$ cat config.mk
export PLATFORM = sky130hd
export DESIGN_NAME = capsense_tracker
export DESIGN_NICKNAME = d
export VERILOG_FILES = /design/src/rtl/capsense_tracker.sv
export SDC_FILE = /design/constraint.sdc
export NUM_CORES = 1
export LEC_CHECK = 0
export ABC_AREA = 0
export CORE_MARGIN = 4
export CORE_UTILIZATION = 30
export DETAILED_ROUTE_END_ITERATION = 6
export PLACE_DENSITY = 0.49
export SYNTH_ARGS = -nofsm -noshare
export SYNTH_HDL_FRONTEND = slang
export SYNTH_SLANG_ARGS = --single-unit
$ cat constraint.sdc
create_clock -name clk_i -period 4.6 [get_ports clk_i]
set_input_delay 0.69 -clock clk_i [delete_from_list [all_inputs] [get_ports clk_i]]
set_output_delay 0.69 -clock clk_i [all_outputs]
set_load 0.01 [all_outputs]
$ cat src/rtl/capsense_tracker.sv
// capsense_tracker: times per-pad charge intervals, keeps self-calibrating baselines, debounces touches.
// Define CAPSENSE_TRACKER_RAW_EN to add raw_sel_i/raw_o ({baseline, last count} of one pad).
module capsense_tracker #(
  parameter int N        = 4,
  parameter int CW       = 8,
  parameter int THRESH   = 6,
  parameter int HYST     = 2,
  parameter int DEB      = 3,
  parameter int TRACK_SH = 4
) (
  input  logic                 clk_i,
  input  logic                 rst_ni,
  input  logic                 ena_i,
  input  logic                 sense_oe_i,
  input  logic [N-1:0]         pads_i,
  output logic [N-1:0]         touched_o,
  output logic [N-1:0]         press_o,
  output logic [N-1:0]         release_o,
  output logic                 cal_done_o,
  output logic [7:0]           scan_cnt_o
`ifdef CAPSENSE_TRACKER_RAW_EN
  ,
  input  logic [$clog2(N)-1:0] raw_sel_i,
  output logic [2*CW-1:0]      raw_o
`endif
);

  localparam int IW = $clog2(N);
  localparam logic [CW-1:0]       CMAX     = {CW{1'b1}};
  localparam logic [CW-1:0]       CNT_ONE  = CW'(1);
  localparam logic [CW-1:0]       TOUCH_TH = CW'(THRESH);
  localparam logic [CW-1:0]       REL_TH   = CW'(THRESH - HYST);
  localparam logic [3:0]          DEB_C    = 4'(DEB);
  localparam logic [TRACK_SH-1:0] PRE_ONE  = TRACK_SH'(1);
  localparam logic [TRACK_SH-1:0] PRE_LAST = {TRACK_SH{1'b1}};
  localparam logic [IW-1:0]       LAST_IDX = IW'(N - 1);

  typedef enum logic [1:0] {S_IDLE = 2'd0, S_CHARGE = 2'd1, S_EVAL = 2'd2} state_e;

  state_e               state_q;
  logic                 oe_q, pend_q, cal_q;
  logic [IW-1:0]        idx_q;
  logic [7:0]           scan_q;
  logic [N-1:0]         done_q, touched_q, press_q, release_q;
  logic [CW-1:0]        cnt_q  [N];
  logic [CW-1:0]        base_q [N];
  logic [3:0]           deb_q  [N];
  logic [TRACK_SH-1:0]  pre_q  [N];

  logic [CW-1:0]        cnt_d  [N];
  logic [N-1:0]         done_d;
  logic                 fall_s, charge_end_s;
  logic [CW-1:0]        cnt_s, base_s, excess_s, base_step_s;
  logic [CW:0]          diff_s;
  logic                 tch_s, raw_s, track_s;
  logic [3:0]           deb_inc_s;

  // Charge-phase next values and end-of-interval detection
  always_comb begin
    fall_s       = oe_q & ~sense_oe_i;
    charge_end_s = 1'b1;
    for (int i = 0; i < N; i++) begin
      cnt_d[i]  = cnt_q[i];
      done_d[i] = done_q[i];
      if (ena_i && !done_q[i]) begin
        if (pads_i[i]) begin
          done_d[i] = 1'b1;
        end else if (cnt_q[i] != CMAX) begin
          cnt_d[i] = cnt_q[i] + CNT_ONE;
        end else begin
          cnt_d[i] = cnt_q[i];
        end
      end else begin
        done_d[i] = done_q[i];
      end
      charge_end_s = charge_end_s & (done_d[i] | (cnt_d[i] == CMAX));
    end
  end

  // Shared evaluation datapath for the pad selected by idx_q
  always_comb begin
    cnt_s     = cnt_q[idx_q];
    base_s    = base_q[idx_q];
    tch_s     = touched_q[idx_q];
    diff_s    = {1'b0, cnt_s} - {1'b0, base_s};
    excess_s  = diff_s[CW] ? '0 : diff_s[CW-1:0];
    raw_s     = tch_s ? (excess_s >= REL_TH) : (excess_s >= TOUCH_TH);
    track_s   = ~raw_s & ~tch_s;
    deb_inc_s = deb_q[idx_q] + 4'd1;
    if (cnt_s > base_s) begin
      base_step_s = base_s + CNT_ONE;
    end else if (cnt_s < base_s) begin
      base_step_s = base_s - CNT_ONE;
    end else begin
      base_step_s = base_s;
    end
  end

  // Sequencer, per-pad state and registered outputs
  always_ff @(posedge clk_i or negedge rst_ni) begin
    if (!rst_ni) begin
      state_q   <= S_IDLE;
      oe_q      <= 1'b0;
      pend_q    <= 1'b0;
      cal_q     <= 1'b0;
      idx_q     <= '0;
      scan_q    <= 8'd0;
      done_q    <= '0;
      touched_q <= '0;
      press_q   <= '0;
      release_q <= '0;
      for (int i = 0; i < N; i++) begin
        cnt_q[i]  <= '0;
        base_q[i] <= '0;
        deb_q[i]  <= 4'd0;
        pre_q[i]  <= '0;
      end
    end else begin
      oe_q      <= sense_oe_i;
      press_q   <= '0;
      release_q <= '0;
      case (state_q)
        S_IDLE: begin
          if (fall_s) begin
            state_q <= S_CHARGE;
            done_q  <= '0;
            for (int i = 0; i < N; i++) cnt_q[i] <= '0;
          end
        end
        S_CHARGE: begin
          idx_q <= '0;
          if (sense_oe_i) begin
            state_q <= S_EVAL;
          end else begin
            done_q <= done_d;
            for (int i = 0; i < N; i++) cnt_q[i] <= cnt_d[i];
            if (charge_end_s) state_q <= S_EVAL;
          end
        end
        S_EVAL: begin
          if (fall_s) pend_q <= 1'b1;
          if (!cal_q) begin
            base_q[idx_q] <= cnt_s;
          end else begin
            if (raw_s != tch_s) begin
              if (deb_inc_s == DEB_C) begin
                touched_q[idx_q] <= ~tch_s;
                deb_q[idx_q]     <= 4'd0;
                press_q[idx_q]   <= ~tch_s;
                release_q[idx_q] <= tch_s;
              end else begin
                deb_q[idx_q] <= deb_inc_s;
              end
            end else begin
              deb_q[idx_q] <= 4'd0;
            end
            // Drift prescaler only advances over consecutive quiet scans
            if (track_s) begin
              pre_q[idx_q] <= pre_q[idx_q] + PRE_ONE;
              if (pre_q[idx_q] == PRE_LAST) base_q[idx_q] <= base_step_s;
            end else begin
              pre_q[idx_q] <= '0;
            end
          end
          if (idx_q == LAST_IDX) begin
            idx_q  <= '0;
            scan_q <= scan_q + 8'd1;
            cal_q  <= 1'b1;
            if (pend_q || fall_s) begin
              state_q <= S_CHARGE;
              pend_q  <= 1'b0;
              done_q  <= '0;
              for (int i = 0; i < N; i++) cnt_q[i] <= '0;
            end else begin
              state_q <= S_IDLE;
            end
          end else begin
            idx_q <= idx_q + IW'(1);
          end
        end
        default: state_q <= S_IDLE;
      endcase
    end
  end

`ifdef CAPSENSE_TRACKER_RAW_EN
  logic [2*CW-1:0] raw_q;

  // Debug readback of the selected pad
  always_ff @(posedge clk_i or negedge rst_ni) begin
    if (!rst_ni) begin
      raw_q <= '0;
    end else begin
      raw_q <= {base_q[raw_sel_i], cnt_q[raw_sel_i]};
    end
  end

  assign raw_o = raw_q;
`endif

  assign touched_o  = touched_q;
  assign press_o    = press_q;
  assign release_o  = release_q;
  assign cal_done_o = cal_q;
  assign scan_cnt_o = scan_q;

endmodule

==> PnR_summary.wiki, run 1 <==
{| class="wikitable"
! Metric !! Value
|-
| Worst Max-Slew Pin Slew || 0.903 ns
|-
| Clock tree root buffer cell || sky130_fd_sc_hd__clkbuf_16
|-
| Final setup viols || 0
|-
| Post-synthesis sequential area ratio || 40.1%
|-
| Post-CTS Resized || 0
|-
| Proportion of netlist area held by the largest area contributor || 40.1%
|-
| Endpoint of the worst-slack reg-to-reg timing path || base_q[15]
|-
| Initial antenna violation count || 0
|-
| Areal power density over the cells || 463 nW/um^2
|-
| Fmax || 244 MHz
|-
| IR drop worst, VDD || about 0.34 mV
|-
| # Post-CTS Setup Buffers || 0
|-
| Launching element type of the critical path || flop
|-
| Post-Place Setup Slack || 0.496 ns
|-
| Share of the cycle needed by the critical path after routing || 89.1%
|-
| Clock buffer count from CTS || 17
|-
| Setup repair after global routing missed its margin || no
|-
| Number of top-level pins || 29
|-
| Launching point of the worst reg2reg path || idx_q[0]
|-
| Most used standard cell by instance count after synthesis || sky130_fd_sc_hd__dfrtp_1
|-
| Die area || 29,100 sq um
|-
| Library cell occupying the most area in the post-synthesis netlist || sky130_fd_sc_hd__dfrtp_1
|-
| Antenna diodes || 0
|-
| Pre-antenna DRT Iters || 7
|-
| Via-per-instance ratio || 5.46
|-
| Sum of overflow across all layers after global routing || 0
|-
| Cell count after synthesis || 787
|-
| Crit path max-delay cell type || sky130_fd_sc_hd__mux4_1
|-
| Final-report hold violation count || 0
|-
| Number of warning messages in the yosys log || 0
|-
| Worst path setup slack after routing || roughly 0.5 ns
|-
| Fraction of final layout cells with drive strength greater than 1 || roughly 17%
|-
| Largest fanout on the critical path || 16
|-
| HPWL Detailed || approximately 14,000 um
|-
| Unique masters post-synth || 90
|-
| WL per Instance || 17.8 um
|-
| Count of nets left with antenna violations after detail routing || 0
|-
| GRT Overall Usage || 14.5%
|-
| H-tree Lvls || 4
|-
| Total clock sinks || 127
|-
| Drt first-iter violations || between 500 and 600
|-
| GPL Wtd Cong || 0.830
|-
| Flip-flop and latch count after synthesis || 127
|-
| Number of max-cap violations || 0
|-
| Net count after synthesis || roughly 820
|-
| Result of the run || complete, no violations
|-
| Slowest Stage Delay on Critical Path || 0.71 ns
|-
| Worst hold slack across all endpoints || 0.248 ns
|-
| Count of buffers from port buffering || 28
|-
| Hold crit path type || in -> async
|-
| Post-synthesis async set-or-reset flop share || 100%
|-
| Avg Cell Area, Syn || 10.1 sq um
|-
| Maximum number of pins on one net before global-route repair || 65
|-
| Clock buffer depth || 2
|-
| Number of enable flip-flop cells after synthesis || 0
|-
| Post-layout power || 0.00424 W
|-
| Layout overhead on the synthesized area || 15.4%
|-
| Clock skew || 0.00833 ns
|-
| Crit Path Class || reg -> reg
|-
| Initial Utilization || 30.5%
|-
| Critical Path Sink Type || flop
|-
| Core region area || 26,100 sq um
|-
| CP Cell Sequence || mux4_1 > ha_1 > fa_1 > nor2b_1 > o311a_2 > o221a_2 > o221ai_2 > o211ai_2 > nand4_2 > mux2_2
|-
| Skew-Pair Late Insertion Delay || roughly 0.42 ns
|-
| Fill cell total of the finished layout || around 2,600
|-
| Clock-pin slew on the worst setup and hold paths || 0.06 ns
|-
| Main area contributors after synthesis || sky130_fd_sc_hd__dfrtp_1 40%, sky130_fd_sc_hd__nand2_1 5.3%, sky130_fd_sc_hd__mux2_2 5.1%
|-
| Number of global-route vias before repair || around 6,200
|-
| Arrival time worst endpoint || 4.40 ns
|-
| Post-route DRC violation count || 0
|-
| Vias || around 6,300
|-
| Static leakage || 3.71 nW
|-
| Commonest cells in the netlist || 127 x sky130_fd_sc_hd__dfrtp_1, 112 x sky130_fd_sc_hd__nand2_1, 45 x sky130_fd_sc_hd__o21ai_0
|-
| Post-layout min period || just over 4 ns
|-
| Clock tree from TritonCTS || yes
|-
| Total Nets Final || 841
|-
| Placement-stage cell area || 8560 sq um
|-
| Die Width || roughly 170 um
|-
| Vertical extent of the die || 171 um
|-
| Post-CTS Hold Fix Bufs || 0
|-
| Final Max Slew Viols || 0
|-
| Global-route wire length before repair || 33,800 um
|-
| Post-synth top flop || sky130_fd_sc_hd__dfrtp_1
|-
| Depth of the worst register-to-register path || 10
|-
| Number of placement rows || 59
|-
| Post-detailed-routing wire length || 20,500 um
|-
| Worst slew margin relative to its limit || 39.6%
|-
| Setup Total Neg Slack || 0 ns
|-
| Total standard cell area after synthesis || 7940 sq um
|-
| Final design area excluding fillers || roughly 9200 sq um
|-
| Register-to-Register Setup Slack || between 0.5 and 0.6 ns
|-
| Critical path data required time || 4.90 ns
|}
==> how the worst max path moves through the flow <==
stage / startpoint / end / cells after the start
3_5_place_dp: idx_q[0] / base_q[23] / 10
2_1_floorplan: idx_q[0] / touched_o[2] / 13
4_1_cts: idx_q[0] / base_q[23] / 10
6_report: idx_q[0] / base_q[15] / 10
5_1_grt: idx_q[0] / pre_q[7] / 10
3_3_place_gp: idx_q[0] / touched_o[2] / 10
==> area by class of cell <==
type	instances	area, sq um	share of cell area, %
clock buffer	17	425	4.65
tap	335	419	4.58
multi-input combinational	585	4430	48.4
clock inverter	15	174	1.90
inverter	32	120	1.31
timing repair buffer	43	407	4.44
sequential	127	3180	34.7
==> report_power, final <==
group | leakage, nW | total (W) | internal [W] | switching [W]
clock network | 0.293 | 0.00139 | 0.000817 | 0.000571
registers | 1.76 | 0.00130 | 0.00119 | 0.000110
logic | 1.66 | 0.00155 | 0.000537 | 0.00102
==> routing by layer <==
layer | global-route usage (%) | vias up | share of wire, %
met5 | 0 | - | 0
li1 | - | 3003 | -
met3 | 2.63 | 14 | 3.8
met2 | 22.9 | 137 | 46
met1 | 20.7 | 3151 | 49
met4 | 3.85 | 0 | 1.1
==> through the flow <==
step | utilization, % | cells
finish | 35.1 | 1154
global route | 35.1 | 1154
CTS | 35.1 | 1154
detailed placement | 32.8 | 1122
global placement | 32.8 | 1122
floorplan | - | 787
==> flip-flops by register name (all words and copies together), names as in the netlist, 4 cells and up <==
name,flops
base_q,32
cnt_q,32
deb_q,16
done_q,4
pre_q,16
press_o,4
release_o,4
scan_cnt_o,8
touched_o,4
==> critical path: cells and delay by family (launching register included) <==
family          cells  cell delay, ns
compound gates      4            0.86
fa+ha+maj           2            0.65
flops               1            0.67
mux                 2            1.12
simple gates        2            0.66
==> kinds of logic after synthesis <==
family,synth area share [%]
flops,40.1
compound gates,19.1
simple gates,17.3
buf+inv,4.19
xor+xnor,1.64
mux,13.4
fa+ha+maj,4.35
==> placed cells by master (no fill, tap or decap), types with 5 or more instances in the layout <==
master,Yosys,final
sky130_fd_sc_hd__nor4_1,12,12
sky130_fd_sc_hd__inv_6,0,6
sky130_fd_sc_hd__dfrtp_1,127,126
sky130_fd_sc_hd__o41ai_1,11,11
sky130_fd_sc_hd__a31oi_1,12,12
sky130_fd_sc_hd__mux2_2,36,36
sky130_fd_sc_hd__o31ai_1,21,21
sky130_fd_sc_hd__mux4_1,7,7
sky130_fd_sc_hd__nor2_1,31,31
sky130_fd_sc_hd__inv_1,29,29
sky130_fd_sc_hd__o21a_1,6,6
sky130_fd_sc_hd__nand2b_1,6,6
sky130_fd_sc_hd__nand3_1,30,30
sky130_fd_sc_hd__clkdlybuf4s50_1,0,27
sky130_fd_sc_hd__mux4_2,16,16
sky130_fd_sc_hd__and3_1,7,7
sky130_fd_sc_hd__ha_1,26,26
sky130_fd_sc_hd__nor3_1,7,7
sky130_fd_sc_hd__nand4_1,11,11
sky130_fd_sc_hd__or3_1,6,6
sky130_fd_sc_hd__nor3b_1,7,7
sky130_fd_sc_hd__buf_4,2,14
sky130_fd_sc_hd__a21oi_1,42,42
sky130_fd_sc_hd__o211a_1,5,5
sky130_fd_sc_hd__a211oi_1,5,5
sky130_fd_sc_hd__o21ai_1,4,5
sky130_fd_sc_hd__clkbuf_16,0,17
sky130_fd_sc_hd__o21ai_0,45,44
sky130_fd_sc_hd__xnor2_1,9,9
sky130_fd_sc_hd__nand2_1,112,112
sky130_fd_sc_hd__mux2i_1,11,11
sky130_fd_sc_hd__o211ai_1,9,9
Note: power is estimated with default switching activity, not from simulation.
==> inputs of run 2 (changes only) <==
==> constraint.sdc (replaced) <==
create_clock -name clk_i -period 4.4 [get_ports clk_i]
set_input_delay 0.66 -clock clk_i [delete_from_list [all_inputs] [get_ports clk_i]]
set_output_delay 0.66 -clock clk_i [all_outputs]
set_load 0.01 [all_outputs]
==> run 2 against run 1 <==
  * Power increased by 6.6%
  * Combinational power grew 6%
  * Highest routed layer unchanged
  * Wire length grew 2.4%
  * Critical path type unchanged
  * Worst hold slack gained 0.036 ns
  * Critical path depth unchanged
  * Count of clock-buffer cells in the layout grew 2
  * Largest cell class unchanged
==> PnR_summary.wiki, run 2 (synthesized netlist as in run 1, its figures left out) <==
{| class="wikitable"
! Metric !! Value
|-
| Kind of cell with the highest combined delay on the critical path || multiplexers
|-
| Share of the cycle needed by the critical path after routing || 94.0% (+4.9 points)
|-
| Result of the run || complete, no violations
|-
| Multi-input gate area || 4430 sq um (unchanged)
|-
| H-tree Lvls || 4 (unchanged)
|-
| Die area || 29,100 sq um (unchanged)
|-
| Clock tree root buffer cell || sky130_fd_sc_hd__clkbuf_16
|-
| Skew-Pair Late Insertion Delay || 0.43 ns (about the same)
|-
| Clock tree from TritonCTS || yes
|-
| Post-route DRC violation count || 0 (unchanged)
|-
| Total net switching power || 0.00173 W (+1.7%)
|-
| CP Cell Sequence || mux4_1 > ha_1 > fa_1 > nor2b_1 > o311a_2 > o221a_2 > o221ai_2 > o211ai_2 > nand4_2 > mux2_2
|-
| Number of buffers and inverters on the critical path || 0 (unchanged)
|-
| Final setup viols || 0 (unchanged)
|-
| Endpoint of the worst-slack reg-to-reg timing path || base_q[24]
|-
| Final Max Slew Viols || 0 (unchanged)
|-
| Static leakage || 3.70 nW (-0.28%)
|-
| Arrival time worst endpoint || 4.44 ns (+0.04 ns)
|-
| Final design area excluding fillers || 9150 sq um (about the same)
|-
| Launching point of the worst reg2reg path || idx_q[0]
|-
| Core region area || 26,100 sq um (unchanged)
|-
| Launching element type of the critical path || flop
|-
| Sum of overflow across all layers after global routing || 0 (unchanged)
|-
| Crit Path Class || reg -> reg
|-
| Final-report hold violation count || 0 (unchanged)
|-
| Number of global-route vias before repair || 6,377 (+2.8%)
|-
| Number of max-cap violations || 0 (unchanged)
|-
| Number of placement rows || 59 (unchanged)
|-
| GRT Overall Usage || 15.0% (+0.51 points)
|-
| Post-detailed-routing wire length || 21,000 um (+2.4%)
|-
| Register-to-Register Setup Slack || 0.26 ns (-0.24 ns)
|-
| Setup Total Neg Slack || 0 ns (unchanged)
|-
| Fraction of final layout cells with drive strength greater than 1 || 16.5% (-0.31 points)
|-
| Pre-antenna DRT Iters || 5 (-2)
|-
| Count of nets left with antenna violations after detail routing || 0 (unchanged)
|-
| Critical path data required time || 4.70 ns (-0.20 ns)
|-
| Via-per-instance ratio || 5.51 (+0.83%)
|-
| Count of buffers from port buffering || 28 (unchanged)
|-
| Areal power density over the cells || 494 nW/um^2 (+6.6%)
|-
| Commonest non-fill, non-tap cell in the layout || sky130_fd_sc_hd__dfrtp_1
|-
| Drt first-iter violations || 525 (-3.0%)
|-
| WL per Instance || 18.2 um (+2.7%)
|-
| Clock skew || 0.0125 ns (+0.00422 ns)
|-
| Worst Max-Slew Pin Slew || 0.994 ns (+0.0909 ns)
|-
| Antenna diodes || 0 (unchanged)
|-
| Initial Utilization || 30.5% (unchanged)
|-
| Fmax || 242 MHz (-0.93%)
|-
| Total clock sinks || 127 (unchanged)
|-
| Post-layout min period || 4.14 ns (+0.0385 ns)
|-
| Initial antenna violation count || 0 (unchanged)
|-
| Vias || 6,341 (+0.57%)
|-
| Clock buffer count from CTS || 17 (unchanged)
|-
| Setup repair after global routing missed its margin || no
|-
| Vertical extent of the die || 171 um (unchanged)
|-
| # Post-CTS Setup Buffers || 0 (unchanged)
|-
| Clock-pin slew on the worst setup and hold paths || 0.06 ns (about the same)
|-
| Part of the power in the clock network || 33.2% (+0.5 points)
|-
| Internal Dissipation || 0.00279 W (+9.8%)
|-
| Largest registers in the final layout || base_q (32), cnt_q (32)
|-
| Slowest Stage Delay on Critical Path || 0.73 ns (+0.02 ns)
|-
| Global-route wire length before repair || 34,900 um (+3.2%)
|-
| Net switching share of the total power || 38.2% (-1.8 points)
|-
| Worst slew margin relative to its limit || 33.5% (-6.1 points)
|-
| Combinational group share of total power || 36.6% (about the same)
|-
| Depth of the worst register-to-register path || 10 (unchanged)
|-
| Number of top-level pins || 29 (unchanged)
|-
| HPWL Detailed || 14,600 um (+1.2%)
|-
| GPL Wtd Cong || 0.823 (-0.93%)
|-
| Hold crit path type || in -> async
|-
| Total Nets Final || 840 (-0.12%)
|-
| Critical Path Sink Type || flop
|-
| Die Width || 171 um (unchanged)
|-
| Largest fanout on the critical path || 18 (+2)
|-
| Commonest cells after routing, fill and taps aside || 126 x sky130_fd_sc_hd__dfrtp_1, 112 x sky130_fd_sc_hd__nand2_1, 44 x sky130_fd_sc_hd__o21ai_0, 42 x sky130_fd_sc_hd__a21oi_1, 36 x sky130_fd_sc_hd__mux2_2
|-
| Placement-stage cell area || 8540 sq um (-0.23%)
|-
| Reg area || 3180 sq um (unchanged)
|-
| Post-CTS Resized || 0 (unchanged)
|-
| Layout overhead on the synthesized area || 15.4% (about the same)
|-
| Maximum number of pins on one net before global-route repair || 86 (+32%)
|-
| Reg power frac || 30.2% (-0.4 points)
|-
| Fill cell total of the finished layout || 2,622 (-0.19%)
|-
| Post-CTS Hold Fix Bufs || 0 (unchanged)
|-
| Clock buffer depth || 2 (unchanged)
|-
| Crit path max-delay cell type || sky130_fd_sc_hd__mux4_1
|-
| IR drop worst, VDD || 0.265 mV (-23%)
|}
[run 2: changes by cell type in the layout (fill, tap and decap cells not counted)]
cell and change:
sky130_fd_sc_hd__inv_8 -2, sky130_fd_sc_hd__clkinvlp_4 +3, sky130_fd_sc_hd__clkinv_4 -3, sky130_fd_sc_hd__clkinv_2 +2, sky130_fd_sc_hd__clkbuf_8 +2, sky130_fd_sc_hd__bufinv_16 +2
sky130_fd_sc_hd__inv_6 -6, sky130_fd_sc_hd__buf_12 -1
[run 2: final cells by class]
| type | instances | area share (%) |
|---|---|---|
| Sequential cell | 127 | 34.7 |
| Timing Repair Buffer | 42 | 4.22 |
| Tap cell | 335 | 4.58 |
| Inverter | 32 | 1.31 |
| Multi-Input combinational cell | 585 | 48.4 |
| Clock inverter | 11 | 1.80 |
| Clock buffer | 19 | 4.95 |
[run 2: metrics by stage]
step | power [W] | setup WS [ns] | cells | util [%] | hold slack, ns
4_1_cts | 0.00455 | 0.242 | 1151 | 35.1 | 0.333
5_1_grt | 0.00480 | 0.0247 | 1151 | 35.1 | 0.378
3_5_place_dp | 0.00303 | 0.252 | 1121 | 32.8 | 0.454
3_3_place_gp | 0.00303 | 0.314 | 1121 | 32.8 | 0.450
6_report | 0.00452 | 0.262 | 1151 | 35.1 | 0.284
2_1_floorplan | 0.00262 | 0.493 | 787 | - | 0.364
[run 2: power by group through the flow]
stage	clock network [W]	registers (W)	logic (W)
5_1_grt	0.00159	0.00138	0.00182
4_1_cts	0.00154	0.00137	0.00165
2_1_floorplan	0	0.00132	0.00129
6_report	0.00150	0.00137	0.00165
3_5_place_dp	0	0.00139	0.00164
3_3_place_gp	0	0.00139	0.00164
[run 2: worst max-delay path by stage]
stage / startpoint / end / cells past startpoint
global route: idx_q[0] / deb_q[0] / 11
finish: idx_q[0] / base_q[24] / 10
global placement: idx_q[0] / base_q[26] / 10
CTS: idx_q[0] / base_q[24] / 10
floorplan: idx_q[0] / touched_o[2] / 13
detailed placement: idx_q[0] / base_q[24] / 10
[run 2: routing by layer]
layer	part of all wire (%)	track usage (%)	vias to the layer above
li1	-	-	3006
met1	50	22.4	3155
met2	44	22.0	157
met3	4.5	2.82	23
met4	1.9	4.93	0
met5	0	0	-
==> inputs of run 3 (changes only) <==
--- a/config.mk
+++ b/config.mk
@@ -9,7 +9,8 @@
 export CORE_MARGIN = 4
 export CORE_UTILIZATION = 30
 export DETAILED_ROUTE_END_ITERATION = 6
-export PLACE_DENSITY = 0.49
+export PLACE_DENSITY = 0.51
 export SYNTH_ARGS = -nofsm -noshare
 export SYNTH_HDL_FRONTEND = slang
 export SYNTH_SLANG_ARGS = --single-unit
+export TNS_END_PERCENT = 50
==> constraint.sdc (replaced) <==
create_clock -name clk_i -period 3.34 [get_ports clk_i]
set_input_delay 0.501 -clock clk_i [delete_from_list [all_inputs] [get_ports clk_i]]
set_output_delay 0.501 -clock clk_i [all_outputs]
set_load 0.01 [all_outputs]
==> run 3 against run 2 <==
  * The run now ends with setup timing left
  * Critical path depth is 4 higher
  * Register-to-register slack lost 0.38 ns
  * Highest routed layer unchanged
  * Fmax is 20% higher
  * Sequential power is 28% higher
==> PnR_summary.wiki, run 3 (synthesized netlist as in run 1, its figures left out) <==
{| class="wikitable"
! Metric !! Value
|-
| Result of the run || complete, but fails checks
|-
| Failing checks || setup timing
|-
| Crit Path Class || reg -> reg
|-
| Skew-Pair Late Insertion Delay || 0.42 ns (about the same)
|-
| Fraction of final layout cells with drive strength greater than 1 || 31.1% (+15 points)
|-
| Global-route wire length before repair || 35,700 um (+2.4%)
|-
| Critical path data required time || 3.70 ns (-1.00 ns)
|-
| Critical Path Sink Type || flop
|-
| Post-CTS Hold Fix Bufs || 0 (unchanged)
|-
| Count of buffers from port buffering || 28 (unchanged)
|-
| WL per Instance || 17.6 um (-3.6%)
|-
| Areal power density over the cells || 675 nW/um^2 (+37%)
|-
| Via-per-instance ratio || 5.28 (-4.1%)
|-
| Worst path setup slack after routing || -0.118 ns (-0.380 ns)
|-
| Drt first-iter violations || 413 (-21%)
|-
| CP Cell Sequence || buf_12 > mux4_2 > ha_4 > fa_2 > nor2b_4 > nor4b_2 > o221a_4 > o221ai_4 > buf_4 > o21ai_4 > buf_6 > buf_4 > a2111oi_4 > o21ba_1
|-
| Kind of cell with the highest combined delay on the critical path || compound AO/OA/AOI/OAI gates
|-
| Post-detailed-routing wire length || 22,100 um (+5.2%)
|-
| Share of the cycle needed by the critical path after routing || 104% (+9.5 points)
|-
| Layout overhead on the synthesized area || 31.3%
|-
| Worst Max-Slew Pin Slew || 0.920 ns (-0.0739 ns)
|-
| Final-report hold violation count || 0 (unchanged)
|-
| Clock tree root buffer cell || sky130_fd_sc_hd__clkbuf_16
|-
| Hold crit path type || in -> async
|-
| Initial antenna violation count || 0 (unchanged)
|-
| GPL Wtd Cong || 0.813 (-1.2%)
|-
| Net switching share of the total power || 38.9% (+0.70 points)
|-
| Reg power frac || 24.8% (-5.4 points)
|-
| Slowest Stage Delay on Critical Path || 0.55 ns (-0.18 ns)
|-
| Die Width || 171 um (unchanged)
|-
| Vertical extent of the die || 171 um (unchanged)
|-
| Fmax || 289 MHz (+20%)
|-
| Crit path max-delay cell type || sky130_fd_sc_hd__mux4_2
|-
| Setup Total Neg Slack || -3.16 ns (-3.16 ns)
|-
| HPWL Detailed || 15,900 um (+8.4%)
|-
| Antenna diodes || 0 (unchanged)
|-
| Pre-antenna DRT Iters || 5 (unchanged)
|-
| Number of global-route vias before repair || 6,579 (+3.2%)
|-
| Number of max-cap violations || 0 (unchanged)
|-
| Die area || 29,100 sq um (unchanged)
|-
| Most prevalent standard cell on the critical path || sky130_fd_sc_hd__buf_4
|-
| Total net switching power || 0.00274 W (+59%)
|-
| Setup repair after global routing missed its margin || yes
|-
| Post-layout min period || 3.46 ns (-0.680 ns)
|-
| Number of buffers and inverters on the critical path || 4 (+4)
|-
| Commonest cells after routing, fill and taps aside || 126 x sky130_fd_sc_hd__dfrtp_1, 112 x sky130_fd_sc_hd__nand2_1, 106 x sky130_fd_sc_hd__buf_4, 41 x sky130_fd_sc_hd__a21oi_1, 33 x sky130_fd_sc_hd__mux2_2
|-
| Combinational group share of total power || 48.0% (+11 points)
|-
| Total clock sinks || 127 (unchanged)
|-
| Post-route DRC violation count || 0 (unchanged)
|-
| Maximum number of pins on one net before global-route repair || 70 (-19%)
|-
| Sum of overflow across all layers after global routing || 0 (unchanged)
|-
| Final setup viols || 44 (+44)
|-
| Worst slew margin relative to its limit || 38.2% (+4.7 points)
|-
| Clock buffer count from CTS || 17 (unchanged)
|-
| Largest registers in the final layout || base_q (32), cnt_q (32)
|-
| Launching element type of the critical path || flop
|-
| Total Nets Final || 943 (+12%)
|-
| Number of top-level pins || 29 (unchanged)
|-
| IR drop worst, VDD || 0.617 mV (+130%)
|-
| Post-layout power || 0.00704 W (+56%)
|-
| Internal Dissipation || 0.00430 W (+54%)
|-
| Clock-pin slew on the worst setup and hold paths || 0.06 ns (about the same)
|-
| Count of nets left with antenna violations after detail routing || 0 (unchanged)
|-
| Clock buffer depth || 2 (unchanged)
|-
| Number of placement rows || 59 (unchanged)
|-
| Initial Utilization || 30.5% (unchanged)
|-
| Clock tree from TritonCTS || yes
|-
| Largest fanout on the critical path || 6 (-12)
|-
| Commonest non-fill, non-tap cell in the layout || sky130_fd_sc_hd__dfrtp_1
|-
| Arrival time worst endpoint || 3.82 ns (-0.62 ns)
|-
| Clock skew || 0.00783 ns (-0.00472 ns)
|-
| Static leakage || 4.34 nW (+17%)
|-
| Final Max Slew Viols || 0 (unchanged)
|-
| Part of the power in the clock network || 27.2% (-6.0 points)
|-
| H-tree Lvls || 4 (unchanged)
|-
| Core region area || 26,100 sq um (unchanged)
|-
| Vias || 6,635 (+4.6%)
|-
| GRT Overall Usage || 15.4% (+0.39 points)
|}
run 3: worst paths after layout:
check | slack (ns) | startpoint | to | depth (start not counted)
setup reg to reg | -0.12 | idx_q[0] | touched_o[3] | 14
setup / recovery | -0.12 | idx_q[0] | touched_o[3] | 14
min in group clk_i | 0.47 | scan_cnt_o[7] | scan_cnt_o[7] | 1
hold / removal | 0.05 | rst_ni | done_q[2] | 1
max in group asynchronous | 2.50 | rst_ni | touched_o[0] | 2
hold reg to reg | 0.47 | scan_cnt_o[7] | scan_cnt_o[7] | 1
run 3: per-stage QoR:
step	area [sq um]	cells	util, %	setup slack (ns)	hold WS (ns)
finish	10400	1256	40.0	-0.118	0.0550
global placement	9460	1214	36.3	-0.144	0.455
detailed placement	9460	1214	36.3	-0.176	0.462
CTS	10200	1250	39.0	-0.123	0.0948
floorplan	8120	787	-	-0.170	0.205
global route	10400	1256	40.0	-0.279	0.117
run 3: repair_timing:
item                                    CTS  global route
endpoints found under the setup margin   62            75
gates resized for setup                  20            49
setup buffers                             4             6
pin swaps                                 4             5
run 3: cell type report:
cell class | instances | area [sq um]
Multi-Input combinational cell | 585 | 4830
Inverter | 32 | 120
Clock buffer | 18 | 439
Sequential cell | 127 | 3180
Timing Repair Buffer | 145 | 1270
Clock inverter | 14 | 166
Fill cell | 2519 | 15600
Tap cell | 335 | 419
run 3: power groups by stage:
| stage | sequential [W] | combinational [W] | clock, W |
|---|---|---|---|
| final | 0.00175 | 0.00338 | 0.00191 |
| after global routing | 0.00176 | 0.00363 | 0.00202 |
| after CTS | 0.00174 | 0.00284 | 0.00195 |
| after detailed placement | 0.00177 | 0.00273 | 0 |
| after global placement | 0.00177 | 0.00273 | 0 |
| after floorplan | 0.00174 | 0.00189 | 0 |
run 3: metal layers:
layer  up-vias  global-route usage, %  share of wire, %
met2       102                   24.3                46
met3        18                   2.61               3.2
li1       3215                      -                 -
met1      3300                   22.0                49
met4         0                   4.31               1.4
met5         -                      0                 0
